--- src/rtl/carpici_pkg.sv ---
// Shared definitions for the multiplier arbiter (carpici_hakemi) and the
// shared two-bit-per-step multiplier it sequences.
//   durum_t          : arbiter FSM state encoding
//   CARPICI_GECIKME  : cycles from request acceptance to first response valid
//   CARPICI_ADIM     : number of two-bit steps the multiplier takes (32 / 2)
//   kismi_carpim     : partial product of a multiplicand and one radix-4 digit
package carpici_pkg;

    typedef enum logic [1:0] {
        BOS    = 2'd0,
        BASLAT = 2'd1,
        BEKLE  = 2'd2,
        YANIT  = 2'd3
    } durum_t;

    localparam int CARPICI_GECIKME = 19;
    localparam int CARPICI_ADIM    = 16;

    // Multiplicand times a radix-4 digit, built from shifts and one add.
    function automatic logic [63:0] kismi_carpim(input logic [63:0] kat,
                                                 input logic [1:0]  rakam);
        logic [63:0] sonuc;
        case (rakam)
            2'd0:    sonuc = 64'd0;
            2'd1:    sonuc = kat;
            2'd2:    sonuc = kat << 1;
            2'd3:    sonuc = kat + (kat << 1);
            default: sonuc = 64'd0;
        endcase
        return sonuc;
    endfunction

endpackage

--- src/rtl/carpici_hakemi_rr_secici.sv ---
// rr_secici: N-wide round-robin priority picker.
// The lowest requesting index at or above the pointer wins; the search
// wraps from N-1 back to 0.
// Ports:
//   istek    in  N   request vector
//   isaretci in  IW  round-robin pointer (0..N-1)
//   izin     out N   one-hot grant (zero when no request)
//   izin_idx out IW  index of the granted requester
//   herhangi out 1   at least one request present
module rr_secici #(
    parameter int N  = 4,
    parameter int IW = $clog2(N)
) (
    input  logic [N-1:0]  istek,
    input  logic [IW-1:0] isaretci,
    output logic [N-1:0]  izin,
    output logic [IW-1:0] izin_idx,
    output logic          herhangi
);

    int aday;

    // Walk the requesters starting at the pointer and keep the first hit.
    always_comb begin
        izin     = '0;
        izin_idx = '0;
        herhangi = 1'b0;
        aday     = 0;
        for (int i = 0; i < N; i++) begin
            aday = int'(isaretci) + i;
            if (aday >= N) begin
                aday = aday - N;
            end else begin
                aday = aday;
            end
            if (!herhangi && istek[aday]) begin
                herhangi   = 1'b1;
                izin[aday] = 1'b1;
                izin_idx   = IW'(aday);
            end else begin
                herhangi = herhangi;
            end
        end
    end

endmodule

--- src/rtl/iki_bit_adimli_carpici.sv ---
// iki_bit_adimli_carpici: 32x32 -> 64 multiplier retiring two multiplier bits
// per clock (16 steps). Operands are converted to magnitudes at start; the
// sign of the result is applied combinationally from the live a_g/b_g, so the
// caller must hold the operands until the result is taken.
// Ports:
//   clk         in  1   clock
//   rst_g       in  1   synchronous, active-high reset
//   istek       in  1   start pulse (one cycle)
//   a_g, b_g    in  32  operands
//   a_isaretli  in  1   a is two's complement
//   b_isaretli  in  1   b is two's complement
//   sonuc       out 64  product, valid while bitti is high
//   bitti       out 1   one-cycle done strobe
module iki_bit_adimli_carpici
    import carpici_pkg::*;
(
    input  logic        clk,
    input  logic        rst_g,
    input  logic        istek,
    input  logic [31:0] a_g,
    input  logic [31:0] b_g,
    input  logic        a_isaretli,
    input  logic        b_isaretli,
    output logic [63:0] sonuc,
    output logic        bitti
);

    logic [63:0] birikim;
    logic [63:0] kat;
    logic [31:0] carpan;
    logic [4:0]  adim;
    logic        calisiyor;
    logic        negatif;

    function automatic logic [31:0] mutlak(input logic [31:0] x, input logic isaretli);
        logic [31:0] m;
        if (isaretli && x[31]) begin
            m = ~x + 32'd1;
        end else begin
            m = x;
        end
        return m;
    endfunction

    // Shift-and-add datapath: one radix-4 digit of the multiplier per cycle.
    always_ff @(posedge clk) begin
        if (rst_g) begin
            birikim   <= 64'd0;
            kat       <= 64'd0;
            carpan    <= 32'd0;
            adim      <= 5'd0;
            calisiyor <= 1'b0;
            bitti     <= 1'b0;
        end else if (istek) begin
            birikim   <= 64'd0;
            kat       <= {32'd0, mutlak(a_g, a_isaretli)};
            carpan    <= mutlak(b_g, b_isaretli);
            adim      <= 5'd0;
            calisiyor <= 1'b1;
            bitti     <= 1'b0;
        end else if (calisiyor) begin
            birikim   <= birikim + kismi_carpim(kat, carpan[1:0]);
            kat       <= kat << 2;
            carpan    <= carpan >> 2;
            adim      <= adim + 5'd1;
            calisiyor <= (adim != 5'(CARPICI_ADIM - 1));
            bitti     <= (adim == 5'(CARPICI_ADIM - 1));
        end else begin
            bitti     <= 1'b0;
        end
    end

    assign negatif = (a_isaretli & a_g[31]) ^ (b_isaretli & b_g[31]);
    assign sonuc   = negatif ? (~birikim + 64'd1) : birikim;

endmodule

--- src/rtl/carpici_hakemi.sv ---
// carpici_hakemi: round-robin arbiter/sequencer sharing one
// iki_bit_adimli_carpici among ISTEKCI_SAYISI requesters.
// Accepts one operation in BOS, pulses the multiplier start in BASLAT, waits
// in BEKLE (with timeout) and returns the product to the winner in YANIT.
// Ports:
//   clk              in  1     clock
//   rst_g            in  1     asynchronous active-low reset
//   istek_gecerli    in  N     per-requester operand valid
//   istek_hazir      out N     accept strobe (one-hot or zero)
//   istek_a/istek_b  in  32*N  operands, slot k at [32k+31:32k]
//   istek_a_isaretli in  N     operand A signed
//   istek_b_isaretli in  N     operand B signed
//   yanit_gecerli    out N     result valid (one-hot or zero)
//   yanit_hazir      in  N     result ready
//   yanit_sonuc      out 64    product
//   yanit_hata       out 1     timeout flag
//   mesgul           out 1     high outside BOS
module carpici_hakemi
    import carpici_pkg::*;
#(
    parameter int ISTEKCI_SAYISI = 4,
    parameter int ZAMAN_ASIMI    = 31
) (
    input  logic                        clk,
    input  logic                        rst_g,
    input  logic [ISTEKCI_SAYISI-1:0]   istek_gecerli,
    output logic [ISTEKCI_SAYISI-1:0]   istek_hazir,
    input  logic [32*ISTEKCI_SAYISI-1:0] istek_a,
    input  logic [32*ISTEKCI_SAYISI-1:0] istek_b,
    input  logic [ISTEKCI_SAYISI-1:0]   istek_a_isaretli,
    input  logic [ISTEKCI_SAYISI-1:0]   istek_b_isaretli,
    output logic [ISTEKCI_SAYISI-1:0]   yanit_gecerli,
    input  logic [ISTEKCI_SAYISI-1:0]   yanit_hazir,
    output logic [63:0]                 yanit_sonuc,
    output logic                        yanit_hata,
    output logic                        mesgul
);

    localparam int N  = ISTEKCI_SAYISI;
    localparam int IW = $clog2(N);
    // Timeout fires on the ZAMAN_ASIMI-th BEKLE cycle (counter starts at 0).
    localparam logic [7:0] SAYAC_SON = 8'(ZAMAN_ASIMI - 1);

    durum_t        durum;
    durum_t        durum_sonraki;
    logic [IW-1:0] oncelik;
    logic [IW-1:0] secili;
    logic [31:0]   a_r;
    logic [31:0]   b_r;
    logic          a_is_r;
    logic          b_is_r;
    logic [63:0]   sonuc_r;
    logic          hata_r;
    logic [7:0]    sayac;
    logic          carpici_rst;
    logic          carpici_istek;
    logic [63:0]   carpici_sonuc;
    logic          carpici_bitti;

    logic [N-1:0]  secici_izin;
    logic [IW-1:0] secici_idx;
    logic          secici_var;
    logic [31:0]   secim_a;
    logic [31:0]   secim_b;
    logic          secim_a_is;
    logic          secim_b_is;

    rr_secici #(.N(N)) u_secici (
        .istek    (istek_gecerli),
        .isaretci (oncelik),
        .izin     (secici_izin),
        .izin_idx (secici_idx),
        .herhangi (secici_var)
    );

    iki_bit_adimli_carpici u_carpici (
        .clk        (clk),
        .rst_g      (carpici_rst),
        .istek      (carpici_istek),
        .a_g        (a_r),
        .b_g        (b_r),
        .a_isaretli (a_is_r),
        .b_isaretli (b_is_r),
        .sonuc      (carpici_sonuc),
        .bitti      (carpici_bitti)
    );

    // Operand mux driven by the one-hot grant.
    always_comb begin
        secim_a    = 32'd0;
        secim_b    = 32'd0;
        secim_a_is = 1'b0;
        secim_b_is = 1'b0;
        for (int k = 0; k < N; k++) begin
            if (secici_izin[k]) begin
                secim_a    = istek_a[32*k +: 32];
                secim_b    = istek_b[32*k +: 32];
                secim_a_is = istek_a_isaretli[k];
                secim_b_is = istek_b_isaretli[k];
            end else begin
                secim_a = secim_a;
            end
        end
    end

    // Next-state logic plus the accept strobe and multiplier start pulse.
    always_comb begin
        durum_sonraki = durum;
        istek_hazir   = '0;
        carpici_istek = 1'b0;
        case (durum)
            BOS: begin
                if (secici_var) begin
                    istek_hazir   = secici_izin;
                    durum_sonraki = BASLAT;
                end else begin
                    durum_sonraki = BOS;
                end
            end
            BASLAT: begin
                carpici_istek = 1'b1;
                durum_sonraki = BEKLE;
            end
            BEKLE: begin
                if (carpici_bitti || (sayac == SAYAC_SON)) begin
                    durum_sonraki = YANIT;
                end else begin
                    durum_sonraki = BEKLE;
                end
            end
            YANIT: begin
                if (yanit_hazir[secili]) begin
                    durum_sonraki = BOS;
                end else begin
                    durum_sonraki = YANIT;
                end
            end
            default: durum_sonraki = BOS;
        endcase
    end

    // State register.
    always_ff @(posedge clk or negedge rst_g) begin
        if (!rst_g) begin
            durum <= BOS;
        end else begin
            durum <= durum_sonraki;
        end
    end

    // Multiplier reset: held while rst_g is low, dropped on the first edge after release.
    always_ff @(posedge clk or negedge rst_g) begin
        if (!rst_g) begin
            carpici_rst <= 1'b1;
        end else begin
            carpici_rst <= 1'b0;
        end
    end

    // Operand latch, timeout counter, result capture and round-robin pointer.
    always_ff @(posedge clk or negedge rst_g) begin
        if (!rst_g) begin
            oncelik <= '0;
            secili  <= '0;
            a_r     <= 32'd0;
            b_r     <= 32'd0;
            a_is_r  <= 1'b0;
            b_is_r  <= 1'b0;
            sonuc_r <= 64'd0;
            hata_r  <= 1'b0;
            sayac   <= 8'd0;
        end else begin
            case (durum)
                BOS: begin
                    if (secici_var) begin
                        secili <= secici_idx;
                        a_r    <= secim_a;
                        b_r    <= secim_b;
                        a_is_r <= secim_a_is;
                        b_is_r <= secim_b_is;
                    end else begin
                        secili <= secili;
                    end
                end
                BASLAT: begin
                    sayac <= 8'd0;
                end
                BEKLE: begin
                    if (carpici_bitti) begin
                        sonuc_r <= carpici_sonuc;
                        hata_r  <= 1'b0;
                    end else if (sayac == SAYAC_SON) begin
                        sonuc_r <= 64'd0;
                        hata_r  <= 1'b1;
                    end else begin
                        sayac <= sayac + 8'd1;
                    end
                end
                YANIT: begin
                    if (yanit_hazir[secili]) begin
                        oncelik <= (secili == IW'(N - 1)) ? '0 : secili + IW'(1);
                    end else begin
                        oncelik <= oncelik;
                    end
                end
                default: begin
                    oncelik <= oncelik;
                end
            endcase
        end
    end

    // Response routing: only the latched winner sees its valid bit.
    always_comb begin
        yanit_gecerli = '0;
        if (durum == YANIT) begin
            yanit_gecerli[secili] = 1'b1;
        end else begin
            yanit_gecerli = '0;
        end
    end

    assign yanit_sonuc = sonuc_r;
    assign yanit_hata  = hata_r;
    assign mesgul      = (durum != BOS);

endmodule

--- config.mk ---
export PLATFORM = sky130hd
export DESIGN_NAME = carpici_hakemi
export DESIGN_NICKNAME = d
export VERILOG_FILES = /design/src/rtl/carpici_pkg.sv /design/src/rtl/carpici_hakemi_rr_secici.sv /design/src/rtl/iki_bit_adimli_carpici.sv /design/src/rtl/carpici_hakemi.sv
export SDC_FILE = /design/constraint.sdc
export NUM_CORES = 1
export LEC_CHECK = 0
export BUFFER_PORTS_ARGS = -buffer_cell sky130_fd_sc_hd__clkbuf_2
export CAP_MARGIN = 30
export CORE_MARGIN = 2
export CORE_UTILIZATION = 59
export CTS_CLUSTER_SIZE = 12
export DETAILED_ROUTE_END_ITERATION = 8
export GPL_ROUTABILITY_DRIVEN = 0
export PLACE_DENSITY_LB_ADDON = 0.12
export RECOVER_POWER = 100
export SLEW_MARGIN = 5
export SYNTH_ARGS = -nofsm -noshare
export SYNTH_HDL_FRONTEND = slang
export SYNTH_SLANG_ARGS = --single-unit
--- constraint.sdc ---
create_clock -name clk -period 7.2 [get_ports clk]
set_input_delay 1.44 -clock clk [delete_from_list [all_inputs] [get_ports clk]]
set_output_delay 1.44 -clock clk [all_outputs]
set_load 0.03 [all_outputs]
-- Word level (Yosys, flattened, before mapping)
Index checks and enable logic that the tools add are counted.
W data, S select, Z words.
- input port bits: 274
- bits in registers: 313
- bitwise gates (word level): 10
- reductions and logical operators: 26
- order comparisons: 14
- eq/ne operators: 12
- mux-type cells: 85
- add/sub/neg operators: 15
- operators with widths (operator ; count):
    $mux W32 ; 18
    $mux W64 ; 6
    $pmux W64 S4 ; 1
    $add A64 B64 Y64 ; 2
    $ge A32 B1 Y1 const B ; 4
    $lt A32 B4 Y1 const B ; 4
    $ge A32 B4 Y1 const B ; 3
    $sub A32 B4 Y32 const B ; 3
    $add A32 B1 Y32 const B ; 2
    $add A64 B1 Y64 const B ; 1
    $not A32 Y32 ; 2
    $not A64 Y64 ; 1
    $mux W1 ; 33
    $mux W4 ; 7
    $mux W8 ; 2
    $pmux W8 S2 ; 1
    $mux W2 ; 6
    $or A4 B4 Y4 ; 3
    $bmux W1 S2 ; 5
    $demux W1 S2 ; 5
    $eq A2 B2 Y1 const B ; 5
    $logic_and A1 B1 Y1 ; 10
    $add A8 B1 Y8 const B ; 1
    $eq A8 B5 Y1 const B ; 1
    other kinds (24) ; 36

-- Longest topological paths before layout
- word-level depth: 19
- depth in mapped cells: 28
- depth with buffers taken out: 27

-- Cells and area by module
From an unflattened synthesis, not the netlist that was laid out.
- cells, all modules: 3190
- area total of the unflattened synthesis: 26078.8 µm²
- modules (own cells, without submodules) (module ; times used ; cells an instance ; area each (µm²)):
    iki_bit_adimli_carpici ; 1 ; 2242 ; 17362.9
    carpici_hakemi ; 1 ; 900 ; 8259.2
    rr_secici ; 1 ; 48 ; 456.7

-- Least setup slack after synthesis
No wires, ideal clock.
- path type: register to register
- from: register u_carpici.kat[1]
- to: register u_carpici.birikim[63]
- setup time: 0.116 ns
- arrival: 5.258 ns
- period minus slack after synthesis: 5.374 ns
- setup slack: 1.826 ns
- buffers on the path: 1
- stages on the path, launching flop included: 27
- required time: 7.084 ns
- cells stage by stage: dfxtp_1 > ha_1 > fa_1 > a211oi_1 > o21ai_1 > o21a_2 > o21ai_0 > nand2b_1 > o31a_1 > o21ai_0 > xor2_1 > mux2i_1 > o21ai_0 > ha_1 > clkbuf_1 > nand4_1 > nor4_1 > nand4_1 > a211oi_1 > nor4_1 > o21ai_1 > o21ai_0 > a31oi_1 > a31oi_1 > xnor2_1 > a21oi_1 > a31o_2
- longest elaborated chain between the ends: 6
- ends and longest elaborated chain (element ; line ; RTL):
    start, declared ; iki_bit_adimli_carpici.sv:29 ; logic [63:0] kat;
    start signal, assigned ; iki_bit_adimli_carpici.sv:56 ; kat <= {32'd0, mutlak(a_g, a_isaretli)};
    start signal, assigned ; iki_bit_adimli_carpici.sv:63 ; kat <= kat << 2;
    $add A64 B64 Y64 ; carpici_pkg.sv:27 ; 2'd3: sonuc = kat + (kat << 1);
    $pmux W64 S4 * ; carpici_pkg.sv:23 ; case (rakam)
    $mux W64 * ; iki_bit_adimli_carpici.sv:61 ; end else if (calisiyor) begin
    $mux W64 * ; iki_bit_adimli_carpici.sv:54 ; end else if (istek) begin
    $mux W64 * ; iki_bit_adimli_carpici.sv:47 ; if (rst_g) begin
    $add A64 B64 Y64 * ; iki_bit_adimli_carpici.sv:62 ; birikim <= birikim + kismi_carpim(kat, carpan[1:0]);
    end signal, assigned ; iki_bit_adimli_carpici.sv:62 ;
    end, declared ; iki_bit_adimli_carpici.sv:28 ; logic [63:0] birikim;
Every way passes the cells marked *; elsewhere a longest branch is shown, timed or not. The select of a mux whose other input is x is not followed.
A chain may end at the register's enable or synchronous reset.

-- Final worst setup path
Same ends and word-level chain as after synthesis.

==> impl_metrics.json <==
{
  "run_status": "finished, violations left",
  "violations": "capacitance limit, slew limit",
  "use_met3": 0.03937,
  "wire_per_inst_um": 18.28,
  "grt_use_met2": 0.5317,
  "ys_seq_elements": 313,
  "place_hpwl_mm": 54.99,
  "synth-seq-area-share": 0.2822,
  "hold_viol_final": 0,
  "slowest_delay_ps": 540,
  "grt_max_degree": 133,
  "finalPower_mw": 8.313,
  "root_buffer": "clkbuf_16",
  "via_per_inst": 6.151,
  "clock-sinks": 313,
  "critPathTopFamily": "compound AO/OA/AOI/OAI gates",
  "wl_mm": 71.36,
  "io_buffers": 347,
  "worstSetupPathType": "reg2reg",
  "async_flop_share": 0.4665,
  "synth_top_area_share": 0.1463,
  "synth_edf_count": 0,
  "syn_inst": 3138,
  "grt_setup_unrepaired": "no",
  "leakagePower_nw": 11.95,
  "maxCapViolCount": 5,
  "core_area_um2": 41760,
  "drt_iter0_markers": 2258,
  "grt_first_pass_wirelength_mm": 114.6,
  "peakVddDrop_mv": 0.3938,
  "first_pass_iters": 6,
  "layout.nets": 3755,
  "cp.required_ps": 7630,
  "critPathLaunchType": "register",
  "ant_nets": 0,
  "synthesis.area_um2": 24800,
  "cts_tree": "yes",
  "synth_top_area_cell": "dfrtp_1",
  "finalCritPeriodShare": 0.8991,
  "ys_warn_count": 0,
  "fin_crit_ps": 6474,
  "yosys-top-cells-area": "dfrtp_1 15%, dfxtp_1 13%, ha_1 7.2%",
  "slew-limit-headroom": -1.812,
  "yosysMostFrequentCell": "nor2_1",
  "cts_buffer_depth": 3,
  "cp_max_fo": 7,
  "top_usage_layer": "met2",
  "htree_levels": 2,
  "cp_slowest_cell": "nor4_1",
  "post_cts_resized": 0,
  "end_kind": "register",
  "cp.buffers_inverters": 0,
  "place_area_um2": 26680,
  "fin_setup_tns_ps": 0,
  "cp-startpoint": "u_carpici.kat[1]",
  "layout-drive-gt1-share": 0.1213,
  "slew_violations": 309,
  "synthTopCellsByCount": "352 x nor2_1, 296 x nand2_1, 277 x a21oi_1",
  "hp-class": "reg2reg",
  "cts_setup_buffers": 0,
  "num_rows": 75,
  "num_vias": 24015,
  "ioPinCount": 348,
  "cts_buffers": 35,
  "hp-start": "yanit_sonuc[20]",
  "synthFlopType": "dfxtp_1",
  "grt_overflow": 0,
  "fmax_mhz": 154.5,
  "die_h_um": 209.0,
  "r2r_start": "u_carpici.kat[1]",
  "holdBufCountCts": 0,
  "area_growth_pct": 11.77,
  "grt_use_total": 0.3161,
  "antenna_found_initial": 2,
  "synth_cell_types": 87,
  "synth_nets": 3557,
  "grt_pass1_vias": 22396,
  "worstMarginPinSlew_ps": 4218,
  "global_route.usage.met1": 0.4270,
  "path_clk_slew_ps": 60,
  "die_w_um": 209.0,
  "arrival_ps": 6900,
  "clock-skew-final_ps": 19.97,
  "syn_avg_cell_area_um2": 7.902,
  "setup_violations": 0,
  "drc_errors": 0,
  "fin_area_um2": 27710,
  "powerDensity_nw_per_um2": 300.0,
  "initial_core_util": 0.5938,
  "die_area_um2": 43680,
  "clock_latency_ps": 550
}
[final timing paths]
kind,endpoint,slack (ps),cells after the start
setup / recovery,u_carpici.birikim[63],730,25
hold / removal,yanit_sonuc[20],480,2
setup reg to reg,u_carpici.birikim[63],730,25
hold reg to reg,yanit_sonuc[20],480,2
max in group asynchronous,b_r[3],1500,2
min in group asynchronous,yanit_sonuc[6],2380,1
[registers in the layout (all words and copies together) (netlist names)]
register,count
a_is_r,1
yanit_sonuc,64
u_carpici.birikim,64
b_r,32
a_r,32
u_carpici.carpan,32
secili,2
b_is_r,1
u_carpici.bitti,1
yanit_hata,1
u_carpici.adim,5
sayac,8
u_carpici.calisiyor,1
durum,2
oncelik,2
carpici_rst,1
u_carpici.kat,64
[per-layer routing]
metal  vias to the layer above  share of wire  routed length [um]
met3                       101          0.067                4774
met4                         0          0.025                1751
met5                         -              0                   0
met1                     11180           0.44               31630
li1                      11821              -                   -
met2                       913           0.47               33200
[power breakdown]
part | leakage, nW | internal (mW) | total [mW] | switching [mW]
Combinational | 8.10 | 1.54 | 4.07 | 2.53
Sequential | 3.29 | 2.05 | 2.47 | 0.415
Clock | 0.562 | 1.06 | 1.78 | 0.722
[kinds of logic (layout without fill, tap and decap cells)]
logic type                 count (synthesis)  in the layout  synth area share
DFF                                      313            313            0.2822
xor gates and xnor gates                 241            241           0.08512
buffers and inverters                    263            488           0.04102
other                                      1              3         0.0001512
muxes                                    190            190           0.07897
AOI/OAI and AO/OA                       1051           1051            0.2691
adders and majority gates                145            145           0.07377
and+or+nand+nor                          934            934            0.1697
[worst reg2reg max path: cells and delay by family (launching register included)]
family                     cells  cell delay (ps)
adders and majority gates      2              740
AOI/OAI and AO/OA             15             3570
DFF                            1              490
and+or+nand+nor                5             1120
muxes                          1              130
xor gates and xnor gates       2              300
[cell type report]
| cell class | instances | area, um2 |
|---|---|---|
| diodes | 2 | 5.005 |
| clock buffers | 56 | 1067 |
| clock inverters | 8 | 82.58 |
| fillers | 3630 | 14040 |
| inverters | 49 | 183.9 |
| multi-input cells | 2562 | 16780 |
| flip-flops and latches | 313 | 7003 |
| well taps | 539 | 674.4 |
| repair buffers | 375 | 1914 |
[stage by stage]
stage                     cells  hold WS, ps  setup WS (ps)    util
after floorplan            3138        438.7           1826       -
after global placement     3834        459.5           1203  0.6384
after detailed placement   3835        470.1          966.3  0.6389
after CTS                  3899        479.2          938.9  0.6664
after global routing       3904        493.9          305.5  0.6637
final                      3904        476.5          726.4  0.6637
[layout by cell type, fill, tap and decap left out, types with 24 or more instances in the layout]
| master | Yosys | routed |
|---|---|---|
| dfxtp_1 | 167 | 165 |
| o21bai_1 | 24 | 24 |
| nand3_1 | 44 | 44 |
| nand4_1 | 37 | 37 |
| a31oi_1 | 25 | 25 |
| nand2_1 | 296 | 297 |
| a21oi_1 | 277 | 277 |
| xnor2_1 | 149 | 147 |
| nor2b_1 | 28 | 27 |
| mux2_2 | 25 | 25 |
| dfrtp_1 | 145 | 145 |
| a211oi_1 | 146 | 147 |
| nand2b_1 | 29 | 27 |
| o31ai_1 | 25 | 25 |
| a21o_1 | 80 | 80 |
| ha_1 | 143 | 143 |
| xor2_1 | 92 | 92 |
| nor2_1 | 352 | 353 |
| clkbuf_1 | 170 | 90 |
| inv_1 | 49 | 49 |
| clkbuf_2 | 0 | 277 |
| nor3_1 | 42 | 42 |
| a22o_1 | 28 | 28 |
| clkbuf_16 | 0 | 37 |
| o21ai_0 | 248 | 255 |
| mux2i_1 | 163 | 163 |
| a22oi_1 | 76 | 76 |
Power figures use the tool's default switching activity.
